File: src/rtl/magnetron_ctrl.sv
// magnetron_ctrl: synchronizes and debounces panel/interlock inputs, then runs the
// IDLE/COOK/PAUSED FSM that owns the registered magnetron enable Q.
module magnetron_ctrl #(
    parameter int SYNC_STAGES     = 2,
    parameter int DEBOUNCE_CYCLES = 4
) (
    input  logic       clk,
    input  logic       rst,
    input  logic       timer_done,
    input  logic       door_closed,
    input  logic       clearn,
    input  logic       startn,
    input  logic       stopn,
    output logic       Q,
    output logic [1:0] state
);
    typedef enum logic [1:0] {IDLE = 2'b00, COOK = 2'b01, PAUSED = 2'b10} state_t;
    localparam logic [4:0] RST_VAL = 5'b11100;
    localparam int CW = DEBOUNCE_CYCLES > 1 ? $clog2(DEBOUNCE_CYCLES) : 1;
    localparam logic [CW-1:0] CNT_MAX = CW'(DEBOUNCE_CYCLES - 1);
    logic [4:0] raw, filt;
    logic       start_d, start, clr, stp, open, tdone;
    logic [1:0] st;
    state_t     next;
    assign raw = {stopn, startn, clearn, door_closed, timer_done};
    for (genvar i = 0; i < 5; i++) begin : g_in
        logic [SYNC_STAGES-1:0] sync;
        logic [CW-1:0]          cnt;
        logic                   f;
        logic                   s;
        assign s       = sync[SYNC_STAGES-1];
        assign filt[i] = f;
        // filtered value flips only after DEBOUNCE_CYCLES consecutive differing samples
        always_ff @(posedge clk) begin
            if (rst) begin
                sync <= {SYNC_STAGES{RST_VAL[i]}};
                cnt  <= '0;
                f    <= RST_VAL[i];
            end else begin
                sync <= {sync[SYNC_STAGES-2:0], raw[i]};
                cnt  <= (s == f || cnt == CNT_MAX) ? '0 : cnt + 1'b1;
                f    <= (s != f && cnt == CNT_MAX) ? s : f;
            end
        end
    end
    assign tdone = filt[0];
    assign open  = !filt[1];
    assign clr   = !filt[2];
    assign stp   = !filt[4];
    assign start = start_d && !filt[3];
    always_ff @(posedge clk) begin
        if (rst) begin
            start_d <= 1'b1;
            st      <= IDLE;
            Q       <= 1'b0;
        end else begin
            start_d <= filt[3];
            st      <= next;
            Q       <= next == COOK;
        end
    end
    always_comb begin
        next = IDLE;
        case (st)
            IDLE:    next = (start && !clr && !stp && !open && !tdone) ? COOK : IDLE;
            COOK:    next = (clr || tdone) ? IDLE : (open || stp) ? PAUSED : COOK;
            PAUSED:  next = clr ? IDLE : (start && !stp && !open && !tdone) ? COOK : PAUSED;
            default: next = IDLE;
        endcase
    end
    assign state = st;
endmodule

File: config.mk
export PLATFORM = sky130hd
export DESIGN_NAME = magnetron_ctrl
export DESIGN_NICKNAME = d
export VERILOG_FILES = /design/src/rtl/magnetron_ctrl.sv
export SDC_FILE = /design/constraint.sdc
export NUM_CORES = 1
export LEC_CHECK = 0
export CORE_MARGIN = 2
export CORE_UTILIZATION = 45
export DETAILED_ROUTE_END_ITERATION = 10
export GPL_ROUTABILITY_DRIVEN = 0
export PLACE_DENSITY_LB_ADDON = 0.15
export SLEW_MARGIN = 40
export SYNTH_ARGS = -nofsm -noshare
export SYNTH_HDL_FRONTEND = slang
export SYNTH_SLANG_ARGS = --single-unit
File: constraint.sdc
create_clock -name clk -period 1.65 [get_ports clk]
set_input_delay 0.2475 -clock clk [delete_from_list [all_inputs] [get_ports clk]]
set_output_delay 0.2475 -clock clk [all_outputs]
set_load 0.02 [all_outputs]
==> flow_summary.yaml, run 1 <==
outcome:
  outcome: "complete, no violations"
floorplan:
  rows: 16
  die_width_um: 50.9
  core_um2: 2020
  dieArea_um2: 2590
  io_pins: 10
  fp.dieH_um: 50.9
  start_util_pct: 49.0
finish:
  final_cells: 137
  fillers: 189
  seq_area_um2: 581
  multi_input_area_um2: 380
  final_layout_size_suffix_gt1_share_pct: 14.5
  syn_to_final_growth_pct: 20.8
  nets: 121
  post-route-cell-area_um2: 1200
  antenna_cells: 0
routing:
  ant_nets: 0
  drcViolationCount: 0
  avgRoutedWirePerCell_um: 9.47
  firstDrtPassIters: 1
  first_iter_violations: 0
  wirelength_um: 1300
  via_per_inst: 4.46
  vias: 611
pwr:
  p_total_mw: 1.24
  leakage_nw: 0.482
  power_density_nw_per_um2: 1040
  ir_worst_vdd_mv: 0.528
timing:
  fmax_mhz: 645
  worst_slew_pin_slew_ns: 0.321
  drv_slew: 0
  rsz0062_at_grt: "no"
  tns_ns: 0
  period_minus_slack_ns: 1.55
  period_share_pct: 93.9
  finalHoldViolCount: 0
  worst_clock_skew_ns: 0.00224
  worst_slew_margin_rel_pct: 78.3
  setup_violations: 0
  holdWs_ns: 0.418
setup_path:
  crit_path_cell_trace: "clkdlybuf4s50_1"
  crit_path_end_kind: "output port"
  path_class: "flop to output port"
  cpPeakStageDelay_ns: 0.61
  crit_buf_inv: 1
  start_kind: "flop"
  cp.required_ns: 1.40
  critical_path.max_fanout: 4
  path_delay_family: "buffers and inverters"
  arrival_ns: 1.30
  slowest_stage: "clkdlybuf4s50_1"
logic_synthesis:
  synth_top_area_share_pct: 58.6
  ys_warn_count: 0
  synth_seq_cells: 29
  ys_seq_area_share_pct: 58.6
  synth.net_count: 106
  netlist_area_um2: 991
  synth_top_area_cell: "dfxtp_1"
  synthCells: 94
  netlist_top_cells_area: "dfxtp_1 (59%), ha_1 (6.3%), nor2b_1 (5.1%)"
  ys_types: 18
  syn_avg_cell_area_um2: 10.5
cts:
  clk_latency_ns: 0.32
  cts_setup_buffers: 0
  cts_buffers: 5
  cts_buffer_depth: 2
  cts.clk_slew.worst_paths_ns: 0.09
  cts_tree: "built"
  clock_sinks: 29
  cts_root_buffer: "clkbuf_4"
  htree_levels: 2
  cts_resized: 0
  holdBufCountCts: 0
global_route:
  gr-total-overflow: 0
  grt_pass1_vias: 595
  antenna_found_initial: 0
  grt_usage_pct: 13.2
  grt_pass1_wl_um: 2350
  grt_max_degree: 23
placed_design:
  portBuffers: 9
  dpl-instance-area_um2: 1130
  dp.cells: 129
  post-dp-hpwl_um: 915
job:
  cap_violations: 0
hold_path:
  hold_path_class: "flop to flop"
[cell type report]
class / count / area share (%)
Clock buffer: 7 / 5.43
Clock inverter: 1 / 0.418
Inverter: 6 / 1.88
Multi-Input combinational cell: 57 / 31.8
Sequential cell: 29 / 48.5
Tap cell: 27 / 2.82
Timing Repair Buffer: 10 / 9.20
[worst paths after layout]
path / from / endpoint / slack (ns) / cells after the start
max: state[0]$_SDFF_PP0_ / state[0] / 0.10 / 1
min: g_in[3].sync[0]$_SDFF_PP1_ / g_in[3].sync[1]$_SDFF_PP1_ / 0.42 / 1
max reg2reg: g_in[2].cnt[0]$_SDFF_PP0_ / g_in[2].cnt[0]$_SDFF_PP0_ / 0.56 / 3
min reg2reg: g_in[3].sync[0]$_SDFF_PP1_ / g_in[3].sync[1]$_SDFF_PP1_ / 0.42 / 1
[state kept, by name, indices dropped and copies added (netlist names)]
register   flops
Q              1
g_in.cnt      10
g_in.f         5
g_in.sync     10
start_d        1
state          2
[cells by family after synthesis]
group	after synthesis	share of synthesized area, %
AO/OA/AOI/OAI	5	4.04
XOR/XNOR	5	4.42
adder cells (fa/ha/maj)	5	6.31
buffers and inverters	8	3.03
flip-flops	29	58.6
multiplexers	2	2.02
AND/OR/NAND/NOR	40	21.6
[layer usage]
layer	wire length [um]	up-vias	GRT usage (%)	part of all wire, %
met5	0	-	0	0
met4	31	0	8.11	2.4
met3	85	4	8.77	6.6
met2	562	12	20.6	43
met1	617	262	12.8	48
li1	-	333	-	-
[cell usage after synthesis]
library cell and number:
clkbuf_1 2, nor3b_1 1, a211o_1 3, ha_1 5
inv_1 6, dfxtp_1 29, nor4b_1 1, o41ai_1 1
or2_2 7, or3_1 5, a21oi_1 1, nor2_1 13
xnor2_1 5, nor2b_1 8, nand2b_1 1, nor3_1 2
mux2i_1 2, nand2_1 2
[cell usage in the layout (no fill, tap or decap)]
master	netlist	final
a211o_1	3	3
a21oi_1	1	1
buf_12	0	1
clkbuf_4	0	5
clkbuf_8	0	2
clkdlybuf4s50_1	0	9
clkinv_2	0	1
dfxtp_1	29	29
ha_1	5	5
inv_1	6	6
mux2i_1	2	2
nand2_1	2	2
nand2b_1	1	1
nor2_1	13	13
nor2b_1	8	8
nor3_1	2	2
nor3b_1	1	1
nor4b_1	1	1
o41ai_1	1	1
or2_2	7	7
or3_1	5	5
xnor2_1	5	5
[report_power, final]
group | switching [mW] | internal (mW)
clock | 0.230 | 0.247
combinational | 0.0164 | 0.0307
sequential | 0.00615 | 0.714
[per-stage QoR]
| step | utilization, % | setup WS (ns) |
|---|---|---|
| after floorplan | - | 0.637 |
| after global placement | 55.8 | 0.279 |
| after detailed placement | 55.8 | 0.238 |
| after CTS | 59.2 | 0.0775 |
| after global routing | 59.2 | 0.00948 |
| final | 59.2 | 0.100 |
No activity file was read; power rests on OpenSTA's default activity.
==> run 2, diff against run 1 <==
--- a/config.mk
+++ b/config.mk
@@ -5,7 +5,6 @@
 export SDC_FILE = /design/constraint.sdc
 export NUM_CORES = 1
 export LEC_CHECK = 0
-export CORE_MARGIN = 2
 export CORE_UTILIZATION = 45
 export DETAILED_ROUTE_END_ITERATION = 10
 export GPL_ROUTABILITY_DRIVEN = 0
==> run 2 against run 1 <==
Against the previous run:
- critical path depth unchanged
- setup slack worse by 0.0032 ns
- hold slack worse by 0.0044 ns
- first-iteration DRC count up 5
- sequential power about the same
- count of clock-buffer cells in the layout unchanged
- cell area unchanged
- final cell count unchanged
- fmax down 0.21%
- largest cell class unchanged
- highest routed layer unchanged
==> flow_summary.yaml, run 2 (synthesis gave the netlist of run 1 again) <==
outcome:
  outcome: "complete, no violations"
setup_path:
  critical_path.max_fanout: 4
  path_class: "flop to output port"
  start_kind: "flop"
  crit_path_end_kind: "output port"
  crit_buf_inv: 1
  cp.required_ns: 1.40
  worstSetupPathDepth: 1
  crit_path_cell_trace: "clkdlybuf4s50_1"
  arrival_ns: 1.31
  cpPeakStageDelay_ns: 0.62
  path_delay_family: "buffers and inverters"
  slowest_stage: "clkdlybuf4s50_1"
  rr_worst_depth: 3
timing:
  fmax_mhz: 644
  setup_violations: 0
  worst_clock_skew_ns: 0.00377
  worst_slew_pin_slew_ns: 0.258
  period_minus_slack_ns: 1.55
  worst_slew_margin_rel_pct: 82.6
  tns_ns: 0
  drv_slew: 0
  period_share_pct: 94.1
  finalHoldViolCount: 0
  rsz0062_at_grt: "no"
floorplan:
  die_width_um: 48.9
  start_util_pct: 49.0
  dieArea_um2: 2390
  rows: 16
  core_um2: 2020
  io_pins: 10
  fp.dieH_um: 48.9
placed_design:
  portBuffers: 9
  dp.cells: 129
  post-dp-hpwl_um: 862
cts:
  cts_buffer_depth: 2
  clock_sinks: 29
  htree_levels: 2
  cts.clk_slew.worst_paths_ns: 0.09
  holdBufCountCts: 0
  cts_resized: 0
  cts_setup_buffers: 0
  clk_latency_ns: 0.31
  cts_buffers: 5
  cts_root_buffer: "clkbuf_4"
  cts_tree: "built"
finish:
  nets: 121
  top_regs: "g_in.cnt (10), g_in.sync (10), g_in.f (5)"
  multi_input_area_um2: 380
  syn_to_final_growth_pct: 20.8
  seq_area_um2: 581
  fillers: 190
  antenna_cells: 0
  layout_commonest_cell: "dfxtp_1"
  layout_common_cells: "dfxtp_1 (29), nor2_1 (13), clkdlybuf4s50_1 (9)"
  final_cells: 137
  utilization_pct: 59.2
  final_layout_size_suffix_gt1_share_pct: 14.5
routing:
  vias: 638
  firstDrtPassIters: 3
  wirelength_um: 1250
  via_per_inst: 4.66
  first_iter_violations: 5
  ant_nets: 0
  avgRoutedWirePerCell_um: 9.12
  drcViolationCount: 0
global_route:
  use_met2_pct: 19.2
  gr-total-overflow: 0
  grt_max_degree: 23
  grt_util_met3_pct: 6.23
  antenna_found_initial: 0
  grt_pass1_wl_um: 2310
  grt_pass1_vias: 588
  grt_usage_pct: 13.1
  grt_use_met1_pct: 14.3
  grt.busiest_layer: "met2"
pwr:
  p_total_mw: 1.24
  leakage_nw: 0.482
  power_density_nw_per_um2: 1030
  ir_worst_vdd_mv: 0.616
job:
  cap_violations: 0
hold_path:
  hold_path_depth: 1
  hold_path_class: "flop to flop"
-- run 2: per-layer routing --
metal  part of all wire, %  vias up
met1                    48      290
met2                    45       12
met4                   1.1        0
li1                      -      334
met3                   5.9        2
met5                     0        -
-- run 2: layout make-up --
cell class / instances / area share, %
tap: 27 / 2.82
clock inverter: 1 / 0.418
multi-input combinational: 57 / 31.8
clock buffer: 7 / 5.43
inverter: 6 / 1.88
sequential: 29 / 48.5
timing repair buffer: 10 / 9.20
-- run 2: final timing paths --
check | from | end | slack [ns]
hold reg to reg | g_in[2].sync[0]$_SDFF_PP1_ | g_in[2].sync[1]$_SDFF_PP1_ | 0.41
setup / recovery | state[0]$_SDFF_PP0_ | state[0] | 0.1
setup reg to reg | g_in[2].cnt[0]$_SDFF_PP0_ | g_in[2].cnt[0]$_SDFF_PP0_ | 0.57
hold / removal | g_in[2].sync[0]$_SDFF_PP1_ | g_in[2].sync[1]$_SDFF_PP1_ | 0.41
-- run 2: power breakdown --
part	switching (mW)	internal [mW]	total [mW]
clock network	0.223	0.247	0.470
logic	0.0163	0.0306	0.0469
registers	0.00616	0.714	0.721
-- run 2: stage by stage --
step	hold slack [ns]	cell area [um^2]	worst slack, ns
after floorplan	0.351	991	0.637
after global placement	0.392	1130	0.274
after detailed placement	0.398	1130	0.258
after CTS	0.419	1200	0.0791
after global routing	0.425	1200	0.0540
final	0.414	1200	0.0971
==> run 3, diff against run 2 <==
--- a/config.mk
+++ b/config.mk
@@ -5,7 +5,8 @@
 export SDC_FILE = /design/constraint.sdc
 export NUM_CORES = 1
 export LEC_CHECK = 0
-export CORE_UTILIZATION = 45
+export ABC_AREA = 1
+export CORE_UTILIZATION = 47
 export DETAILED_ROUTE_END_ITERATION = 10
 export GPL_ROUTABILITY_DRIVEN = 0
 export PLACE_DENSITY_LB_ADDON = 0.15
==> run 3 against run 2 <==
Against the previous run:
- count of clock-buffer cells in the layout grew 1
- first-iteration DRC count grew 80%
- die area shrank 3.4%
- final cell count grew 12%
- highest routed layer unchanged
- critical endpoint is now state[1]
==> flow_summary.yaml, run 3 <==
timing:
  period_share_pct: 91.3
  rsz0062_at_grt: "no"
  drv_slew: 0
  worst_slew_margin_rel_pct: 81.7
  tns_ns: 0
  finalWorstSetupSlack_ns: 0.143
  period_minus_slack_ns: 1.51
  finalHoldViolCount: 0
  worst_clock_skew_ns: 0.00579
  worst_slew_pin_slew_ns: 0.274
  fmax_mhz: 664
  setup_violations: 0
logic_synthesis:
  synth_flop_cell: "dfxtp_1"
  synth_xor_area_share_pct: 0
  syn_avg_cell_area_um2: 9.16
  ys_seq_area_share_pct: 58.1
  synth_seq_cells: 29
  netlist_top_cells_count: "dfxtp_1 (29), inv_1 (17), nor2_1 (17)"
  ys_warn_count: 0
  netlist_area_um2: 998
  synthArstFlopShare_pct: 0
  synth-compound-area-share_pct: 12.8
  synth_mux_area_share_pct: 0
  synth-adder-area-share_pct: 6.27
  synth_top_area_share_pct: 58.1
  synthCells: 109
  synth.net_count: 121
  synth_top_family_by_area: "simple AND/OR/NAND/NOR gates"
  ys_types: 15
  synth_edf_count: 0
  netlist_top_cells_area: "dfxtp_1 (58%), a21oi_1 (6.5%), inv_1 (6.4%)"
  synth_simple_gate_area_share_pct: 15.5
  synth_top_area_cell: "dfxtp_1"
  synth.most_common_cell: "dfxtp_1"
global_route:
  gr-total-overflow: 0
  grt_usage_pct: 14.5
  grt_pass1_vias: 551
  grt_max_degree: 13
  antenna_found_initial: 0
  grt_pass1_wl_um: 2130
routing:
  via_per_inst: 4.62
  wirelength_um: 1440
  first_iter_violations: 9
  avgRoutedWirePerCell_um: 9.39
  firstDrtPassIters: 4
  ant_nets: 0
  drcViolationCount: 0
  vias: 707
setup_path:
  crit_buf_inv: 1
  crit_path_end_kind: "output port"
  crit_path_cell_trace: "clkdlybuf4s50_1"
  arrival_ns: 1.26
  slowest_stage: "clkdlybuf4s50_1"
  critical_path.max_fanout: 3
  cpPeakStageDelay_ns: 0.60
  path_class: "flop to output port"
  path_delay_family: "buffers and inverters"
  cp.required_ns: 1.40
  start_kind: "flop"
floorplan:
  rows: 16
  start_util_pct: 50.4
  dieArea_um2: 2310
  fp.dieH_um: 48.1
  die_width_um: 48.1
  core_um2: 1980
  io_pins: 10
cts:
  cts_setup_buffers: 0
  cts_tree: "built"
  cts_buffers: 5
  holdBufCountCts: 0
  cts.clk_slew.worst_paths_ns: 0.08
  clock_sinks: 29
  cts_buffer_depth: 2
  htree_levels: 2
  cts_root_buffer: "clkbuf_4"
  cts_resized: 0
  clk_latency_ns: 0.31
finish:
  antenna_cells: 0
  fillers: 183
  nets: 137
  multi_input_area_um2: 345
  layout_common_cells: "dfxtp_1 (29), inv_1 (17), nor2_1 (17)"
  top_regs: "g_in.cnt (10), g_in.sync (10), g_in.f (5)"
  syn_to_final_growth_pct: 17.5
  layout_commonest_cell: "dfxtp_1"
  final_layout_size_suffix_gt1_share_pct: 12.7
  seq_area_um2: 581
placed_design:
  portBuffers: 9
  dp_slack_ns: 0.292
  post-dp-hpwl_um: 1070
job:
  cap_violations: 0
pwr:
  leakage_nw: 0.517
  power_density_nw_per_um2: 983
  ir_worst_vdd_mv: 0.510
  p_total_mw: 1.15
outcome:
  outcome: "complete, no violations"
hold_path:
  hold_path_class: "flop to flop"
run 3: cell count changes after synthesis, moves of 3 or more:
cell      change
a21oi_1      +12
or3_1         -5
o211ai_1      +5
a211o_1       -3
inv_1        +11
nor2b_1       -8
xnor2_1       -5
o21ai_0       +5
nor2_1        +4
run 3: worst paths after layout:
path | startpoint | end | slack, ns | cells past startpoint
hold / removal | g_in[0].sync[0]$_SDFF_PP0_ | g_in[0].sync[1]$_SDFF_PP0_ | 0.41 | 2
setup reg to reg | g_in[4].cnt[0]$_SDFF_PP0_ | g_in[4].cnt[0]$_SDFF_PP0_ | 0.70 | 4
hold reg to reg | g_in[0].sync[0]$_SDFF_PP0_ | g_in[0].sync[1]$_SDFF_PP0_ | 0.41 | 2
setup / recovery | state[1]$_SDFF_PP0_ | state[1] | 0.14 | 1
run 3: per-stage QoR:
step	hold WS (ns)	std cells	instance area, um^2	utilization (%)
3_5_place_dp	0.395	145	1120	56.8
6_report	0.407	153	1170	59.2
3_3_place_gp	0.392	145	1120	56.8
4_1_cts	0.409	153	1170	59.2
2_1_floorplan	0.351	109	998	-
5_1_grt	0.429	153	1170	59.2
run 3: routing by layer:
metal / share of wire, % / wire (um) / track usage [%] / vias to the layer above
met5: 0 / 0 / 0 / -
met4: 2.6 / 37 / 11.7 / 0
met3: 3.1 / 45 / 6.67 / 5
met2: 47 / 669 / 21.6 / 14
met1: 48 / 683 / 15.9 / 310
li1: - / - / - / 378
run 3: cell type report:
class / count / share of cell area, %
tap: 27 / 2.88
inverter: 18 / 5.76
sequential: 29 / 49.5
timing repair buffer: 10 / 8.32
clock buffer: 8 / 4.16
multi-input combinational: 61 / 29.4
run 3: logic make-up (layout without fill, tap and decap cells):
| group | Yosys count | count (layout) |
|---|---|---|
| compound gates | 23 | 23 |
| buf+inv | 19 | 36 |
| simple gates | 33 | 33 |
| fa+ha+maj | 5 | 5 |
| flops | 29 | 29 |
run 3: worst min-delay path, cell delays in order (launching register included):
cell     delay [ns]
dfxtp_1        0.30
inv_1          0.04
nor2_1         0.03
run 3: report_power, final:
group	leakage, nW	internal [mW]	switching (mW)
Combinational	0.254	0.0256	0.0190
Sequential	0.236	0.714	0.00696
Clock	0.0265	0.169	0.218
